[src/rtl/regfile_pkg.sv]
// Shared register-file constants and types for decode and hazard logic.
// REGFILE_BYPASS_EN selects write-through forwarding on the read ports.
package regfile_pkg;

   localparam int DEFAULT_DATA_WIDTH = 4;
   localparam int DEFAULT_ADDR_WIDTH = 3;

   // Lets other pipeline stages see which forwarding build they are paired with.
`ifdef REGFILE_BYPASS_EN
   localparam bit BYPASS_EN = 1'b1;
`else
   localparam bit BYPASS_EN = 1'b0;
`endif

   typedef logic [DEFAULT_ADDR_WIDTH-1:0] reg_addr_t;

endpackage

[src/rtl/reg_cell.sv]
// One register-file entry: a data word plus its valid bit.
// Async active-low reset, sync clear (wins over enable), sync load.
module reg_cell #(
   parameter int DATA_WIDTH = 4
) (
   input  logic                  clk,
   input  logic                  rst_n,
   input  logic                  clr,
   input  logic                  en,
   input  logic [DATA_WIDTH-1:0] d,
   output logic [DATA_WIDTH-1:0] q,
   output logic                  valid
);

   logic [DATA_WIDTH-1:0] data_q, data_d;
   logic                  valid_q, valid_d;

   always_comb begin
      data_d  = data_q;
      valid_d = valid_q;
      if (clr) begin
         data_d  = '0;
         valid_d = 1'b0;
      end else if (en) begin
         data_d  = d;
         valid_d = 1'b1;
      end
   end

   always_ff @(posedge clk or negedge rst_n) begin
      if (!rst_n) begin
         data_q  <= '0;
         valid_q <= 1'b0;
      end else begin
         data_q  <= data_d;
         valid_q <= valid_d;
      end
   end

   assign q     = data_q;
   assign valid = valid_q;

endmodule

[src/rtl/reg_file_param.sv]
// General register file: one write port, two combinational read ports, per-entry valid.
// Optional write-through forwarding is built when REGFILE_BYPASS_EN is defined.
module reg_file_param
   import regfile_pkg::*;
#(
   parameter int DATA_WIDTH = DEFAULT_DATA_WIDTH,
   parameter int ADDR_WIDTH = DEFAULT_ADDR_WIDTH,
   parameter bit ZERO_REG   = 1'b0
) (
   input  logic                  CLK,
   input  logic                  RST,
   input  logic                  CLR,
   input  logic                  WE,
   input  logic [ADDR_WIDTH-1:0] WADDR,
   input  logic [DATA_WIDTH-1:0] WDATA,
   input  logic [ADDR_WIDTH-1:0] RADDR_A,
   output logic [DATA_WIDTH-1:0] RDATA_A,
   output logic                  RVALID_A,
   input  logic [ADDR_WIDTH-1:0] RADDR_B,
   output logic [DATA_WIDTH-1:0] RDATA_B,
   output logic                  RVALID_B
);

   localparam int DEPTH = 2 ** ADDR_WIDTH;

   logic [DEPTH-1:0]      wr_en;
   logic [DATA_WIDTH-1:0] cell_data [DEPTH];
   logic [DEPTH-1:0]      cell_valid;

   // Hardwired-zero entry 0 never accepts a write.
   always_comb begin
      wr_en = '0;
      for (int i = 0; i < DEPTH; i++) begin
         wr_en[i] = WE && (WADDR == ADDR_WIDTH'(i));
      end
      if (ZERO_REG) begin
         wr_en[0] = 1'b0;
      end
   end

   for (genvar g = 0; g < DEPTH; g++) begin : g_entry
      if (ZERO_REG && g == 0) begin : g_zero
         assign cell_data[g]  = '0;
         assign cell_valid[g] = 1'b1;
      end else begin : g_cell
         reg_cell #(
            .DATA_WIDTH(DATA_WIDTH)
         ) u_cell (
            .clk  (CLK),
            .rst_n(RST),
            .clr  (CLR),
            .en   (wr_en[g]),
            .d    (WDATA),
            .q    (cell_data[g]),
            .valid(cell_valid[g])
         );
      end
   end

`ifdef REGFILE_BYPASS_EN
   logic fwd_ok, fwd_a, fwd_b;

   // Forward only a write that will actually land on this edge.
   assign fwd_ok = WE && !CLR && RST;
   assign fwd_a  = fwd_ok && (RADDR_A == WADDR) && !(ZERO_REG && RADDR_A == '0);
   assign fwd_b  = fwd_ok && (RADDR_B == WADDR) && !(ZERO_REG && RADDR_B == '0);

   always_comb begin
      RDATA_A  = fwd_a ? WDATA : cell_data[RADDR_A];
      RVALID_A = fwd_a ? 1'b1  : cell_valid[RADDR_A];
      RDATA_B  = fwd_b ? WDATA : cell_data[RADDR_B];
      RVALID_B = fwd_b ? 1'b1  : cell_valid[RADDR_B];
   end
`else
   always_comb begin
      RDATA_A  = cell_data[RADDR_A];
      RVALID_A = cell_valid[RADDR_A];
      RDATA_B  = cell_data[RADDR_B];
      RVALID_B = cell_valid[RADDR_B];
   end
`endif

endmodule
[config.mk]
export PLATFORM = sky130hd
export DESIGN_NAME = reg_file_param
export DESIGN_NICKNAME = d
export VERILOG_FILES = /design/src/rtl/regfile_pkg.sv /design/src/rtl/reg_cell.sv /design/src/rtl/reg_file_param.sv
export SDC_FILE = /design/constraint.sdc
export NUM_CORES = 1
export LEC_CHECK = 0
export CORE_MARGIN = 2
export CORE_UTILIZATION = 30
export CTS_CLUSTER_DIAMETER = 40
export DETAILED_ROUTE_END_ITERATION = 6
export GPL_ROUTABILITY_DRIVEN = 0
export GPL_TIMING_DRIVEN = 0
export SYNTH_ARGS = -nofsm -noshare
export SYNTH_HDL_FRONTEND = slang
export SYNTH_SLANG_ARGS = --single-unit
[constraint.sdc]
create_clock -name CLK -period 3.5 [get_ports CLK]
set_input_delay 0.35 -clock CLK [delete_from_list [all_inputs] [get_ports CLK]]
set_output_delay 0.35 -clock CLK [all_outputs]
set_load 0.05 [all_outputs]
==> results of run 1 <==
==> per-layer routing <==
metal  vias up  global-route usage  wire length, µm
li1        708                   -                -
met1       745               0.182             2570
met2        22               0.225             2630
met3        10              0.0353              185
met4         0              0.0485              121
met5         -                   0                0
==> cells in the mapped netlist <==
library cell  number
nand4b_1           3
buf_6              2
nor4b_4            1
nor2_1            40
nand4_1            1
mux2_2            10
a21oi_1            4
nor4bb_1           3
dfrtp_1           40
inv_1              4
clkbuf_1          10
mux2i_1           32
mux4_1            20
buf_2              7
==> cells in the final DEF (no fill, tap or decap) <==
cell / n
a21oi_1: 4
mux2_2: 10
buf_12: 1
buf_2: 8
dlygate4sd3_1: 1
mux4_1: 20
clkbuf_1: 11
bufinv_16: 1
inv_1: 4
nor4bb_1: 3
nor4b_4: 1
nor2_1: 40
clkinv_2: 1
dfrtp_1: 40
nand4_1: 1
nand4b_1: 3
buf_6: 2
clkdlybuf4s50_1: 12
mux2i_1: 32
clkbuf_8: 5
==> worst min path at each step <==
| stage | startpoint | end | slack, ns |
|---|---|---|---|
| 2_1_floorplan | RST | g_entry[0].g_cell.u_cell.q[0]$_DFFE_PN0P_ | 0.05 |
| 3_3_place_gp | g_entry[1].g_cell.u_cell.valid$_DFFE_PN0P_ | g_entry[1].g_cell.u_cell.valid$_DFFE_PN0P_ | 0.49 |
| 3_5_place_dp | RST | g_entry[6].g_cell.u_cell.q[3]$_DFFE_PN0P_ | 0.15 |
| 4_1_cts | RST | g_entry[6].g_cell.u_cell.q[3]$_DFFE_PN0P_ | 0.36 |
| 5_1_grt | RST | g_entry[6].g_cell.u_cell.q[3]$_DFFE_PN0P_ | 0.36 |
| 6_report | RST | g_entry[6].g_cell.u_cell.q[3]$_DFFE_PN0P_ | 0.36 |
==> stage by stage <==
step / hold slack, ns / std cells / cell area (µm²) / power (mW)
2_1_floorplan: 0.0544 / 177 / 2330 / 0.573
3_3_place_gp: 0.487 / 292 / 2580 / 0.615
3_5_place_dp: 0.153 / 293 / 2600 / 0.620
4_1_cts: 0.356 / 302 / 2720 / 1.00
5_1_grt: 0.356 / 302 / 2720 / 1.03
6_report: 0.363 / 302 / 2720 / 0.996
==> state kept, by name (all words and copies together) (netlist names) <==
signal	cells
g_entry.g_cell.u_cell.q	32
g_entry.g_cell.u_cell.valid	8
==> final cells by class <==
cell class,instances,area [µm²]
clock buffers,6,72.6
inverters,4,15.0
repair buffers,15,155
multi-input cells,114,1210
well taps,102,128
fillers,771,4890
clock inverters,2,35.0
plain buffers,19,95.1
flip-flops and latches,40,1000
==> logic make-up after synthesis <==
kind of cell / count (synthesis) / synth area share
AND/OR/NAND/NOR: 48 / 0.102
buffers and inverters: 23 / 0.0473
flip-flops: 40 / 0.430
AO/OA/AOI/OAI: 4 / 0.00861
multiplexers: 62 / 0.412
==> worst register-to-register path, cell delays in order, from the launching register on <==
cell and delay (ns):
dfrtp_1 0.39, mux2i_1 0.16, nor2_1 0.06
==> report_power, final <==
part,internal [mW],total [mW],switching [mW],leakage (nW)
combinational,0.0541,0.130,0.0756,0.721
clock,0.212,0.387,0.175,0.0552
sequential,0.472,0.480,0.00717,0.553
==> repair_timing <==
| item | 4_1_cts | 5_1_grt |
|---|---|---|
| buffers inserted | 0 | 0 |
| hold buffers | 1 | 0 |
| endpoints found under the hold margin | 1 | 0 |
==> impl_metrics.json, run 1 <==
{
  "grt_pass1_wl_um": 8600,
  "fin_nets": 216,
  "cp-start-kind": "input pin",
  "setup_slack_ns": 0.930,
  "io_pins": 27,
  "wl_per_cell_um": 18.2,
  "syn_nets": 194,
  "chipWidth_um": 92.1,
  "yosysSeqAreaShare": 0.430,
  "grt-ovfl-total": 0,
  "crit_end": "RDATA_A[1]",
  "crit_buf_inv": 2,
  "synth_top_area_frac": 0.430,
  "die-area_um2": 8470,
  "grt_pass1_vias": 1552,
  "finalSetupViolCount": 0,
  "first_pass_iters": 4,
  "max_freq_mhz": 389,
  "initial_core_util": 0.306,
  "peakVddDrop_v": 0.000125,
  "rsz0062_at_grt": "no",
  "drt-total-wl_um": 5510,
  "synth.distinct_cells": 14,
  "clk_pin_slew_ns": 0.08,
  "grt_max_degree": 40,
  "crit_chain": "clkbuf_1 > mux4_1 > mux2_2 > clkdlybuf4s50_1",
  "min_path_type": "in -> async",
  "period_share": 0.734,
  "yosys.area.top_type": "dfrtp_1",
  "status": "finished, final reports clean",
  "cap_violations": 0,
  "drtIter0Drc": 51,
  "reg2reg_depth": 2,
  "io_buffers": 13,
  "clkSinkCount": 40,
  "final.min_clock_period_ns": 2.57,
  "cp-end-kind": "output pin",
  "syn_inst": 177,
  "critical_path_class": "in -> out",
  "powerDensity_nw_per_um2": 367,
  "r2r_end": "g_entry[7].g_cell.u_cell.q[0]$_DFFE_PN0P_",
  "worstSetupStartpoint": "RADDR_A[2]",
  "syn_to_final_growth_pct": 16.8,
  "htreeDepth": 2,
  "fin_util": 0.357,
  "die_y_um": 92.1,
  "cts_tree": "yes",
  "rows": 32,
  "layout-drive-gt1-share": 0.145,
  "diodes": 0,
  "cp.depth": 4,
  "cts.path.max_buffers": 2,
  "yosys-top-cells-area": "dfrtp_1, mux4_1, mux2i_1",
  "clkLatencyLatePin_ns": 0.30,
  "hpwl_um": 3680,
  "arrival_ns": 2.22,
  "drc_errors": 0,
  "slowest_stage": "clkdlybuf4s50_1",
  "grt.total_usage": 0.139,
  "routed_via_density": 4.92,
  "synth-warning-count": 0,
  "fin_skew_ns": 0,
  "slowest_delay_ns": 0.70,
  "antenna_found_initial": 0,
  "critPathRequiredTime_ns": 3.15,
  "synth.avg_cell_area_um2": 13.1,
  "post_cts_resized": 0,
  "synth_area_um2": 2330,
  "detail-route-antenna-nets": 0,
  "r2r_setup_slack_ns": 2.76,
  "setup_tns_ns": 0,
  "relSlewSlack": 0.573,
  "vias": 1485,
  "core-area_um2": 7610,
  "cts_buffers": 5,
  "timing.rr.start": "g_entry[7].g_cell.u_cell.q[0]$_DFFE_PN0P_",
  "crit_family": "buffers and inverters",
  "path_max_fanout": 10,
  "dp_worst_setup_slack_ns": 0.908,
  "hold_violations": 0,
  "root_buffer": "clkbuf_8",
  "final_max_slew_viol_count": 0,
  "leakagePower_nw": 1.33,
  "ys_seq_elements": 40,
  "worstMarginPinSlew_ns": 0.640
}
Power figures use the tool's default switching activity.
==> run 2: changes to the inputs <==
Clock period 3.5 ns to 2.55 ns, I/O delays scaled along.
==> results of run 2 <==
Same layout as run 1 (identical final DEF). Status: finished, final reports clean.
Main changes from that run: setup slack after placement 0.908 ns -> 0.148 ns; setup slack after layout 0.930 ns -> 0.0934 ns; hold slack 0.363 ns -> 0.268 ns; start point of the critical path RADDR_A[2] -> g_entry[6].g_cell.u_cell.q[1]$_DFFE_PN0P_; register-to-register setup slack 2.76 ns -> 1.81 ns; total power 0.996 mW -> 1.37 mW; worst IR drop on VDD 0.000125 V -> 0.000172 V
==> variant (settings of run 2) <==
Add a define of `REGFILE_BYPASS_EN`.
--- a/src/rtl/regfile_pkg.sv
+++ b/src/rtl/regfile_pkg.sv
@@ -1,4 +1,6 @@
 // Shared register-file constants and types for decode and hazard logic.
 // REGFILE_BYPASS_EN selects write-through forwarding on the read ports.
+`define REGFILE_BYPASS_EN
+
 package regfile_pkg;
 
Behaviour: not the same (a bounded check fails within 4 cycles, from zero or initial values and one cycle with RST low).
==> variant against run 2 <==
Worst setup slack better by 0.025 ns. Design area up 11%. Area after synthesis up 9.0%. Clock power down 2%. Critical endpoint is now RDATA_A[3]. Power up 2.7%. Wire length up 14%. Sequential cell count unchanged. Utilization up 0.96 points.
==> variant: results (changes against run 2) <==
* Ys Warns at 0 (unchanged)
* Share of post-route cells with drive strength above 1 at 22.94% (+8.4 points)
* Number of DRC markers in iteration 0 at 57 (+12%)
* Critical path's slowest cell: sky130_fd_sc_hd__clkdlybuf4s50_1
* Part of the Yosys area used for sequential elements at 39.47% (-3.6 points)
* Detailed-route wire length per cell at 18.73 um (+2.7%)
* Dpl cells at 320 (+9.2%)
* Met3 WL post-DR at 242 um (+31%)
* Total number of vias at 1708 (+15%)
* Static Leak at 1.498 nW (+13%)
* Diode count at 0 (unchanged)
* Worst-case reg-to-reg path depth at 2 (unchanged)
* Cell count after synthesis at 198 (+12%)
* Initial antenna violation count at 0 (unchanged)
* Critical path's largest stage delay at 0.49 ns (-0.21 ns)
* Worst min-delay path category: in -> reg
* Net Count, Synth at 215 (+11%)
* Sum of met2 wire segment lengths after detailed routing at 3.117 mm (+18%)
* Synth unique cells at 19 (+5)
* Top fanout value on the critical path at 10 (+7)
* Highest routed layer: met4
* Arrival time of data at the critical path endpoint at 2.18 ns (-0.02 ns)
* Worst setup skew after layout at 0 ns (unchanged)
* Wirelength, routed at 6.294 mm (+14%)
* Number of buffers added on ports at 16 (+3)
* Met1 layer wirelength in the final routing at 2.826 mm (+9.9%)
* First-pass GRT wire length at 9.715 mm (+13%)
* Worst max-slew margin expressed relative to the limit at 41.19% (-16 points)
* Clk root buf: sky130_fd_sc_hd__clkbuf_8
* Fin Hold WS at 0.4195 ns (+0.1514 ns)
* Critical path launch point: RADDR_A[1]
* Inserted Clock Buffers at 5 (unchanged)
* Worst Setup EP: RDATA_A[3]
* Reg-to-reg critical path endpoint: g_entry[2].g_cell.u_cell.q[2]
* HPWL after detailed placement at 4.077 mm (+11%)
* Hold EP: g_entry[3].g_cell.u_cell.q[3]
* Clock insertion delay at the later pin of the skew report at 0.29 ns
* Maximum vdd ir drop at 0.0001864 V (+8.5%)
* Htree depth at 2 (unchanged)
* Pin count of the biggest net entering global routing at 30 (-25%)
* GRT Util Overall at 14.71% (+0.78 points)
* Crit Reg-Reg Startpoint: g_entry[2].g_cell.u_cell.q[2]
* Clk buf depth at 2 (unchanged)
* Number of flip-flops in the largest register at 32 (unchanged)
* Synth cell count leaders: sky130_fd_sc_hd__dfrtp_1 (40), sky130_fd_sc_hd__nor2_1 (40), sky130_fd_sc_hd__mux2i_1 (32)
* Async set-or-reset flop fraction in the synthesized netlist at 100.0% (unchanged)
* Clock slew at the register clock pins of the worst setup and hold paths at 0.08 ns (about the same)
* Origin of the worst min-delay path: WDATA[3]
* Post-layout net count at 247 (+14%)
* Switching share of power at 26.40% (+0.51 points)
* Result of the run: finished, final reports clean
* Via count of the first global-routing pass at 1729 (+11%)
* Hold-critical path depth at 3
* Biggest area contributors in the synthesized netlist: sky130_fd_sc_hd__dfrtp_1 (39%), sky130_fd_sc_hd__mux4_1 (21%), sky130_fd_sc_hd__mux2i_1 (13%)
* Reg2reg setup slack at 1.81 ns (about the same)
variant: cell count changes in the layout (fill, tap and decap cells not counted), moves of 2 or more:
| cell | delta |
|---|---|
| sky130_fd_sc_hd__nor2b_1 | +2 |
| sky130_fd_sc_hd__nor4_4 | +2 |
| sky130_fd_sc_hd__buf_6 | +3 |
| sky130_fd_sc_hd__xor2_1 | +6 |
| sky130_fd_sc_hd__clkdlybuf4s15_2 | +3 |
| sky130_fd_sc_hd__buf_4 | +5 |
| sky130_fd_sc_hd__mux2_2 | +6 |
| sky130_fd_sc_hd__a211o_1 | +2 |
| sky130_fd_sc_hd__buf_2 | +2 |
| sky130_fd_sc_hd__dlygate4sd2_1 | +2 |
| sky130_fd_sc_hd__clkdlybuf4s50_1 | -9 |
variant: power groups by stage:
stage | registers, mW | clock network (mW) | logic (mW)
after detailed placement | 0.671 | 0 | 0.224
final | 0.658 | 0.518 | 0.228
after CTS | 0.658 | 0.527 | 0.228
after global placement | 0.670 | 0 | 0.219
after floorplan | 0.667 | 0 | 0.150
after global routing | 0.660 | 0.551 | 0.245
variant: metrics by stage:
stage,setup WS [ns],area (sq um)
after CTS,0.0005220,2980
after detailed placement,-0.6406,2843
final,0.1187,3013
after floorplan,0.7430,2536
after global placement,-2.090,2828
after global routing,0.04442,3013
variant: cells by family after synthesis:
group / after synthesis / synth area share, %
DFF: 40 / 39.47
and+or+nand+nor: 53 / 11.45
AOI/OAI and AO/OA: 6 / 1.480
buffers and inverters: 25 / 5.081
muxes: 68 / 40.45
xor gates and xnor gates: 6 / 2.072
variant: layer usage:
metal | track usage, % | vias to the layer above
met5 | 0 | -
met4 | 6.190 | 0
met3 | 1.879 | 8
met2 | 24.65 | 31
met1 | 19.19 | 873
li1 | - | 796
variant: cell type report:
| type | instances | area, sq um |
|---|---|---|
| Sequential cell | 40 | 1001 |
| Fill cell | 807 | 5204 |
| Tap cell | 105 | 131.4 |
| Multi-Input combinational cell | 133 | 1406 |
| Clock inverter | 2 | 35.03 |
| Inverter | 4 | 15.01 |
| Clock buffer | 6 | 72.57 |
| Timing Repair Buffer | 25 | 232.7 |
| Buffer | 21 | 118.9 |
variant: worst max-delay path: cells and delay by family:
kind	cells	cell delay, ns
buffers and inverters	3	1.06
muxes	3	0.84
variant: what timing repair did:
| action | 4_1_cts | 5_1_grt |
|---|---|---|
| setup endpoints to repair | 10 | 8 |
| hold endpoints to repair | 11 | 0 |
| resized for setup | 46 | 3 |
| hold buffers | 2 | 0 |
| setup buffers | 2 | 3 |
| pin swaps | 0 | 2 |
| gates cloned | 0 | 1 |
